File: src/rtl/uart_rx_16x_pkg.sv
// +-------------------------------------------------------------------------+
// | uart_rx_16x_pkg : shared 16x-oversampled UART constants and helpers      |
// | Rev 1.0                                                                  |
// +-------------------------------------------------------------------------+
`default_nettype none

package uart_rx_16x_pkg;

  localparam int OVERSAMPLE = 16;
  localparam int TICK_W     = $clog2(OVERSAMPLE);

  localparam logic [TICK_W-1:0] SAMPLE_T0 = 4'd7;
  localparam logic [TICK_W-1:0] SAMPLE_T1 = 4'd8;
  localparam logic [TICK_W-1:0] SAMPLE_T2 = 4'd9;
  localparam logic [TICK_W-1:0] LAST_TICK = 4'd15;

  localparam logic [2:0] ST_IDLE      = 3'd0;
  localparam logic [2:0] ST_START     = 3'd1;
  localparam logic [2:0] ST_DATA      = 3'd2;
  localparam logic [2:0] ST_STOP      = 3'd3;
  localparam logic [2:0] ST_WAIT_IDLE = 3'd4;

  function automatic logic majority3(input logic a, input logic b, input logic c);
    return (a & b) | (a & c) | (b & c);
  endfunction

endpackage

`default_nettype wire

File: src/rtl/uart_rx_sync_vote.sv
// +-------------------------------------------------------------------------+
// | uart_rx_sync_vote : rx synchroniser plus 3-sample mid-bit majority vote  |
// | Rev 1.0                                                                  |
// +-------------------------------------------------------------------------+
`default_nettype none

module uart_rx_sync_vote
  import uart_rx_16x_pkg::*;
#(
  parameter int SYNC_STAGES = 2
) (
  input  logic              clk,
  input  logic              resetn,
  input  logic              enable_16,
  input  logic              rx,
  input  logic [TICK_W-1:0] tick,
  output logic              rx_s,
  output logic              bit_value
);

  logic [SYNC_STAGES-1:0] sync_q;
  logic [1:0]             samples;

  always_ff @(posedge clk) begin
    if (!resetn) begin
      sync_q  <= '1;
      samples <= '0;
    end else begin
      sync_q <= {sync_q[SYNC_STAGES-2:0], rx};
      if (enable_16 && (tick == SAMPLE_T0 || tick == SAMPLE_T1))
        samples <= {samples[0], rx_s};
    end
  end

  assign rx_s = sync_q[SYNC_STAGES-1];

  // Third sample is the live rx_s, so the vote is ready on the tick-9 strobe itself.
  assign bit_value = majority3(samples[1], samples[0], rx_s);

endmodule

`default_nettype wire

File: src/rtl/uart_rx_16x.sv
// +-------------------------------------------------------------------------+
// | uart_rx_16x : 16x-oversampling UART receiver with valid/ready output     |
// | Rev 1.0                                                                  |
// +-------------------------------------------------------------------------+
`default_nettype none

module uart_rx_16x
  import uart_rx_16x_pkg::*;
#(
  parameter int DATA_BITS   = 8,
  parameter int SYNC_STAGES = 2
) (
  input  logic                 clk,
  input  logic                 resetn,
  input  logic                 enable_16,
  input  logic                 rx,
  output logic [DATA_BITS-1:0] out_data,
  output logic                 out_valid,
  input  logic                 out_ready,
  output logic                 frame_error,
  output logic                 overrun,
  input  logic                 clear_errors,
  output logic                 busy
);

  localparam logic [3:0] LAST_BIT = 4'(DATA_BITS - 1);

  logic [2:0]           state, state_next;
  logic [TICK_W-1:0]    tick_cnt, tick_now;
  logic [3:0]           bit_cnt;
  logic [DATA_BITS-1:0] shreg;
  logic                 rx_s, bit_value;
  logic                 at_vote, at_last, deliver, stop_bad, ovr_set;

  uart_rx_sync_vote #(
    .SYNC_STAGES(SYNC_STAGES)
  ) u_sync_vote (
    .clk       (clk),
    .resetn    (resetn),
    .enable_16 (enable_16),
    .rx        (rx),
    .tick      (tick_now),
    .rx_s      (rx_s),
    .bit_value (bit_value)
  );

  // tick_cnt holds the index of the last processed strobe; tick_now is this strobe's index.
  assign tick_now = tick_cnt + 1'b1;
  assign at_vote  = enable_16 && (tick_now == SAMPLE_T2);
  assign at_last  = enable_16 && (tick_now == LAST_TICK);
  assign deliver  = (state == ST_STOP) && at_vote && bit_value;
  assign stop_bad = (state == ST_STOP) && at_vote && !bit_value;
  assign ovr_set  = deliver && out_valid && !out_ready;

  always_comb begin
    state_next = state;
    case (state)
      ST_IDLE:      if (enable_16 && !rx_s) state_next = ST_START;
      ST_START: begin
        if (at_vote && bit_value) state_next = ST_IDLE;
        else if (at_last)         state_next = ST_DATA;
      end
      ST_DATA:      if (at_last && bit_cnt == LAST_BIT) state_next = ST_STOP;
      ST_STOP:      if (at_vote) state_next = bit_value ? ST_IDLE : ST_WAIT_IDLE;
      ST_WAIT_IDLE: if (enable_16 && rx_s) state_next = ST_IDLE;
      default:      state_next = ST_IDLE;
    endcase
  end

  always_ff @(posedge clk) begin
    if (!resetn) begin
      state       <= ST_IDLE;
      tick_cnt    <= '0;
      bit_cnt     <= '0;
      shreg       <= '0;
      out_data    <= '0;
      out_valid   <= 1'b0;
      frame_error <= 1'b0;
      overrun     <= 1'b0;
      busy        <= 1'b0;
    end else begin
      state <= state_next;
      busy  <= (state_next != ST_IDLE);

      // The detecting strobe counts as tick 0, so entering START loads zero.
      if (enable_16) begin
        if (state != ST_IDLE &&
            (state_next == ST_START || state_next == ST_DATA || state_next == ST_STOP))
          tick_cnt <= tick_now;
        else
          tick_cnt <= '0;
      end

      if (state == ST_START && at_last)
        bit_cnt <= '0;
      else if (state == ST_DATA && at_last && bit_cnt != LAST_BIT)
        bit_cnt <= bit_cnt + 1'b1;

      if (state == ST_DATA && at_vote)
        shreg <= {bit_value, shreg[DATA_BITS-1:1]};

      if (deliver && (!out_valid || out_ready)) begin
        out_data  <= shreg;
        out_valid <= 1'b1;
      end else if (out_valid && out_ready) begin
        out_valid <= 1'b0;
      end

      if (stop_bad)          frame_error <= 1'b1;
      else if (clear_errors) frame_error <= 1'b0;

      if (ovr_set)           overrun <= 1'b1;
      else if (clear_errors) overrun <= 1'b0;
    end
  end

endmodule

`default_nettype wire

File: config.mk
export PLATFORM = sky130hd
export DESIGN_NAME = uart_rx_16x
export DESIGN_NICKNAME = d
export VERILOG_FILES = /design/src/rtl/uart_rx_16x_pkg.sv /design/src/rtl/uart_rx_sync_vote.sv /design/src/rtl/uart_rx_16x.sv
export SDC_FILE = /design/constraint.sdc
export NUM_CORES = 1
export LEC_CHECK = 0
export CORE_AREA = 2 2 63 65
export DETAILED_ROUTE_END_ITERATION = 8
export DIE_AREA = 0 0 65 67
export PLACE_DENSITY = 0.73
export SYNTH_ARGS = -nofsm -noshare
export SYNTH_HDL_FRONTEND = slang
export SYNTH_HIERARCHICAL = 1
export SYNTH_SLANG_ARGS = --single-unit
File: constraint.sdc
create_clock -name clk -period 6.2 [get_ports clk]
set_clock_uncertainty 0.2 [all_clocks]
set_input_delay 0.62 -clock clk [delete_from_list [all_inputs] [get_ports clk]]
set_output_delay 0.62 -clock clk [all_outputs]
set_load 0.05 [all_outputs]
==> flow_metrics.py <==
metrics = {
    "setup_path": {
        "path_cells": "clkdlybuf4s50_1 -> nor2b_1 -> mux2_4 -> nand4_2 -> nor2b_1 -> mux2i_1 -> nor2b_1",
        "r2r_cells": 7,
        "cp_max_fo": 9,
        "worstPathArrival_ns": 2.88,
        "reg2reg_slack_ns": 3.47,
        "crit_required_ns": 6.17,
        "crit_path_end": "out_data[1]$_SDFFE_PN0P_",
        "crit_path_start": "enable_16",
        "critPathMaxStageDelay_ns": 0.72,
        "rr_startpoint": "tick_cnt[0]$_SDFFE_PN0P_",
        "end_kind": "register",
        "start_kind": "input pin",
        "crit_slowest_cell": "nor2b_1",
        "path_common_cell": "nor2b_1",
        "rr_endpoint": "out_data[1]$_SDFFE_PN0P_",
        "critPathKind": "input pin to register",
    },
    "placement": {
        "routabilityCongestion": 0.8566,
        "io_buffers": 17,
        "dp.cells": 231,
        "dpl_cell_area_um2": 1878,
        "dp_hpwl_um": 2317,
    },
    "drt": {
        "top_layer_used": "met4",
        "met1_length_um": 1290,
        "routed_via_density": 5.206,
        "wl_per_cell_um": 12.75,
        "dr_wl_met2_um": 1584,
        "drt_iter0_markers": 71,
        "first_pass_iters": 4,
        "wirelength_um": 3035,
        "met3_length_um": 116,
        "drc": 0,
        "routed-via-count": 1239,
        "ant_nets": 0,
    },
    "timing": {
        "slew_viol_final": 0,
        "worst-slew-pin-transition_ns": 0.8958,
        "period_minus_slack_ns": 2.908,
        "fin_tns_setup_ns": 0,
        "rsz0062_at_grt": "false",
        "final_hold_viol_count": 0,
        "period_share": 0.4690,
        "max_freq_mhz": 343.9,
        "setup_viol": 0,
        "slew_headroom": 0.4015,
    },
    "synthesis": {
        "syn-num-nets": 180,
        "synth-edff-count": 0,
        "synth.area.top_cells": "dfxtp_1 (42%), mux2i_1 (13%), nor2b_1 (8.2%)",
        "ys_ff_latch": 35,
        "synthesis.area_um2": 1670,
        "syn_area_per_cell_um2": 9.826,
        "synth_top_cell_by_area": "dfxtp_1",
        "syn_inst": 170,
        "synth-main-ff-cell": "dfxtp_1",
        "synth_top_area_frac": 0.4195,
        "ys_seq_area_frac": 0.4195,
        "yosysWarnings": 6,
        "synthArstFlopShare": 0,
        "synth.distinct_cells": 43,
    },
    "power": {
        "netSwitchingFraction": 0.2016,
        "powerDensity_nw_per_um2": 203.8,
        "power.leakage_nw": 0.7145,
        "peakVddDrop_mv": 0.1417,
        "p_int_w": 0.0003199,
        "p_comb_frac": 0.035,
        "power_w": 0.0004007,
        "p_seq_frac": 0.566,
        "clkPwrFrac": 0.399,
        "p_sw_w": 0.00008076,
    },
    "grt": {
        "antenna_found_initial": 0,
        "grt.overflow.total": 0,
        "grtUsageTotal": 0.1595,
        "grt_max_degree": 32,
        "grt_pass1_vias": 1196,
        "grt_first_pass_wirelength_um": 5306,
    },
    "die": {
        "placementRows": 22,
        "die_area_um2": 4355,
        "ios": 18,
        "start_util": 0.4632,
        "die_w_um": 65,
        "fp.coreArea_um2": 3606,
        "die_h_um": 67,
    },
    "finish": {
        "seq_area_um2": 700.7,
        "drive_gt1_frac": 0.09474,
        "fin_util": 0.5451,
        "instances_no_fill": 238,
        "areaGrowthSynthToFinish_pct": 17.68,
        "multi_input_area_um2": 924.6,
        "antenna_cells": 0,
        "nFillCells": 323,
        "final_nets": 200,
        "design_area_um2": 1966,
    },
    "clock_tree": {
        "cts_resized": 0,
        "cts_sinks": 35,
        "clk_pin_slew_ns": 0.06,
        "h-tree-depth": 2,
        "cts_hold_buffers": 0,
        "cts_buffers": 5,
        "postCtsSetupBuffers": 0,
        "cts_tree": "yes",
        "clkLatencyLatePin_ns": 0.28,
        "clockBufferDepth": 2,
        "cts-root-buf": "clkbuf_8",
    },
    "job": {
        "cap_violations": 0,
    },
    "worst_hold_path": {
        "hp-class": "register to register",
    },
    "outcome": {
        "outcome": "finished clean",
    },
}
[state kept, by name, summed over array words and instances (netlist names)]
| register | count |
|---|---|
| bit_cnt | 4 |
| busy | 1 |
| frame_error | 1 |
| out_data | 8 |
| out_valid | 1 |
| overrun | 1 |
| shreg | 8 |
| state | 3 |
| tick_cnt | 4 |
| u_sync_vote/samples | 2 |
| u_sync_vote/sync_q | 2 |
[cells in the mapped netlist, drive strengths merged, types with 4 or more instances]
library cell / instances
nand2: 15
mux2i: 22
nand3: 5
dfxtp: 35
ha: 4
nor2: 8
inv: 6
o21ai: 6
and2: 8
nor2b: 22
[routing by layer]
metal	vias to the layer above	global-route usage
met1	576	0.1686
li1	630	-
met2	27	0.2964
met3	6	0.04561
met5	-	0
met4	0	0.06383
[power by group through the flow]
stage	sequential (W)	combinational, W	clock [W]
floorplan	0.000233	0.00000692	0
global placement	0.000232	0.0000136	0
detailed placement	0.000232	0.0000139	0
CTS	0.000227	0.0000139	0.000166
global route	0.000227	0.0000151	0.000175
finish	0.000227	0.0000139	0.000160
[layout make-up]
cell class / count / area share
Sequential cell: 35 / 0.3565
Inverter: 6 / 0.01146
Clock buffer: 6 / 0.04201
Tap cell: 48 / 0.03055
Multi-Input combinational cell: 125 / 0.4704
Clock inverter: 1 / 0.002546
Timing Repair Buffer: 17 / 0.08657
[worst min path at each step]
stage                                          start  cells after the start  slack, ns                               end
CTS                 u_sync_vote/sync_q[0]$_SDFF_PN1_                      1       0.22  u_sync_vote/sync_q[1]$_SDFF_PN1_
global placement    u_sync_vote/sync_q[0]$_SDFF_PN1_                      1       0.19  u_sync_vote/sync_q[1]$_SDFF_PN1_
floorplan           u_sync_vote/sync_q[0]$_SDFF_PN1_                      1       0.19  u_sync_vote/sync_q[1]$_SDFF_PN1_
finish              u_sync_vote/sync_q[0]$_SDFF_PN1_                      1       0.22  u_sync_vote/sync_q[1]$_SDFF_PN1_
global route        u_sync_vote/sync_q[0]$_SDFF_PN1_                      1       0.27  u_sync_vote/sync_q[1]$_SDFF_PN1_
detailed placement  u_sync_vote/sync_q[0]$_SDFF_PN1_                      1       0.20  u_sync_vote/sync_q[1]$_SDFF_PN1_
[critical path, delay by kind of cell]
kind / cells / cell delay, ns
multiplexers: 2 / 0.54
buffers and inverters: 1 / 0.59
AND/OR/NAND/NOR: 4 / 1.13
[through the flow]
| step | setup slack (ns) | hold WS [ns] |
|---|---|---|
| global route | 3.090 | 0.2665 |
| finish | 3.292 | 0.2158 |
| CTS | 3.299 | 0.2199 |
| detailed placement | 3.000 | 0.2017 |
| global placement | 3.096 | 0.1929 |
| floorplan | 4.179 | 0.1863 |
[cells in the final DEF (no fill, tap or decap), drive strengths merged, types with 2 or more instances in the layout]
master,count
nand3,5
inv,6
and2,8
nor2,8
clkbuf,6
a31oi,2
dfxtp,35
o21ai,6
and3,2
nand4,3
nor3b,2
nand2,15
a21boi,2
nand2b,3
nor4b,2
clkdlybuf4s50,17
o221ai,3
nor2b,22
ha,4
mux2i,22
a21oi,3
[kinds of logic after synthesis]
| logic type | Yosys count | synth area share |
|---|---|---|
| AOI/OAI and AO/OA | 20 | 0.1049 |
| xor gates and xnor gates | 2 | 0.01049 |
| adders and majority gates | 5 | 0.03596 |
| buffers and inverters | 10 | 0.02696 |
| DFF | 35 | 0.4195 |
| muxes | 23 | 0.1408 |
| and+or+nand+nor | 75 | 0.2614 |
Note: power is estimated with default switching activity, not from simulation.
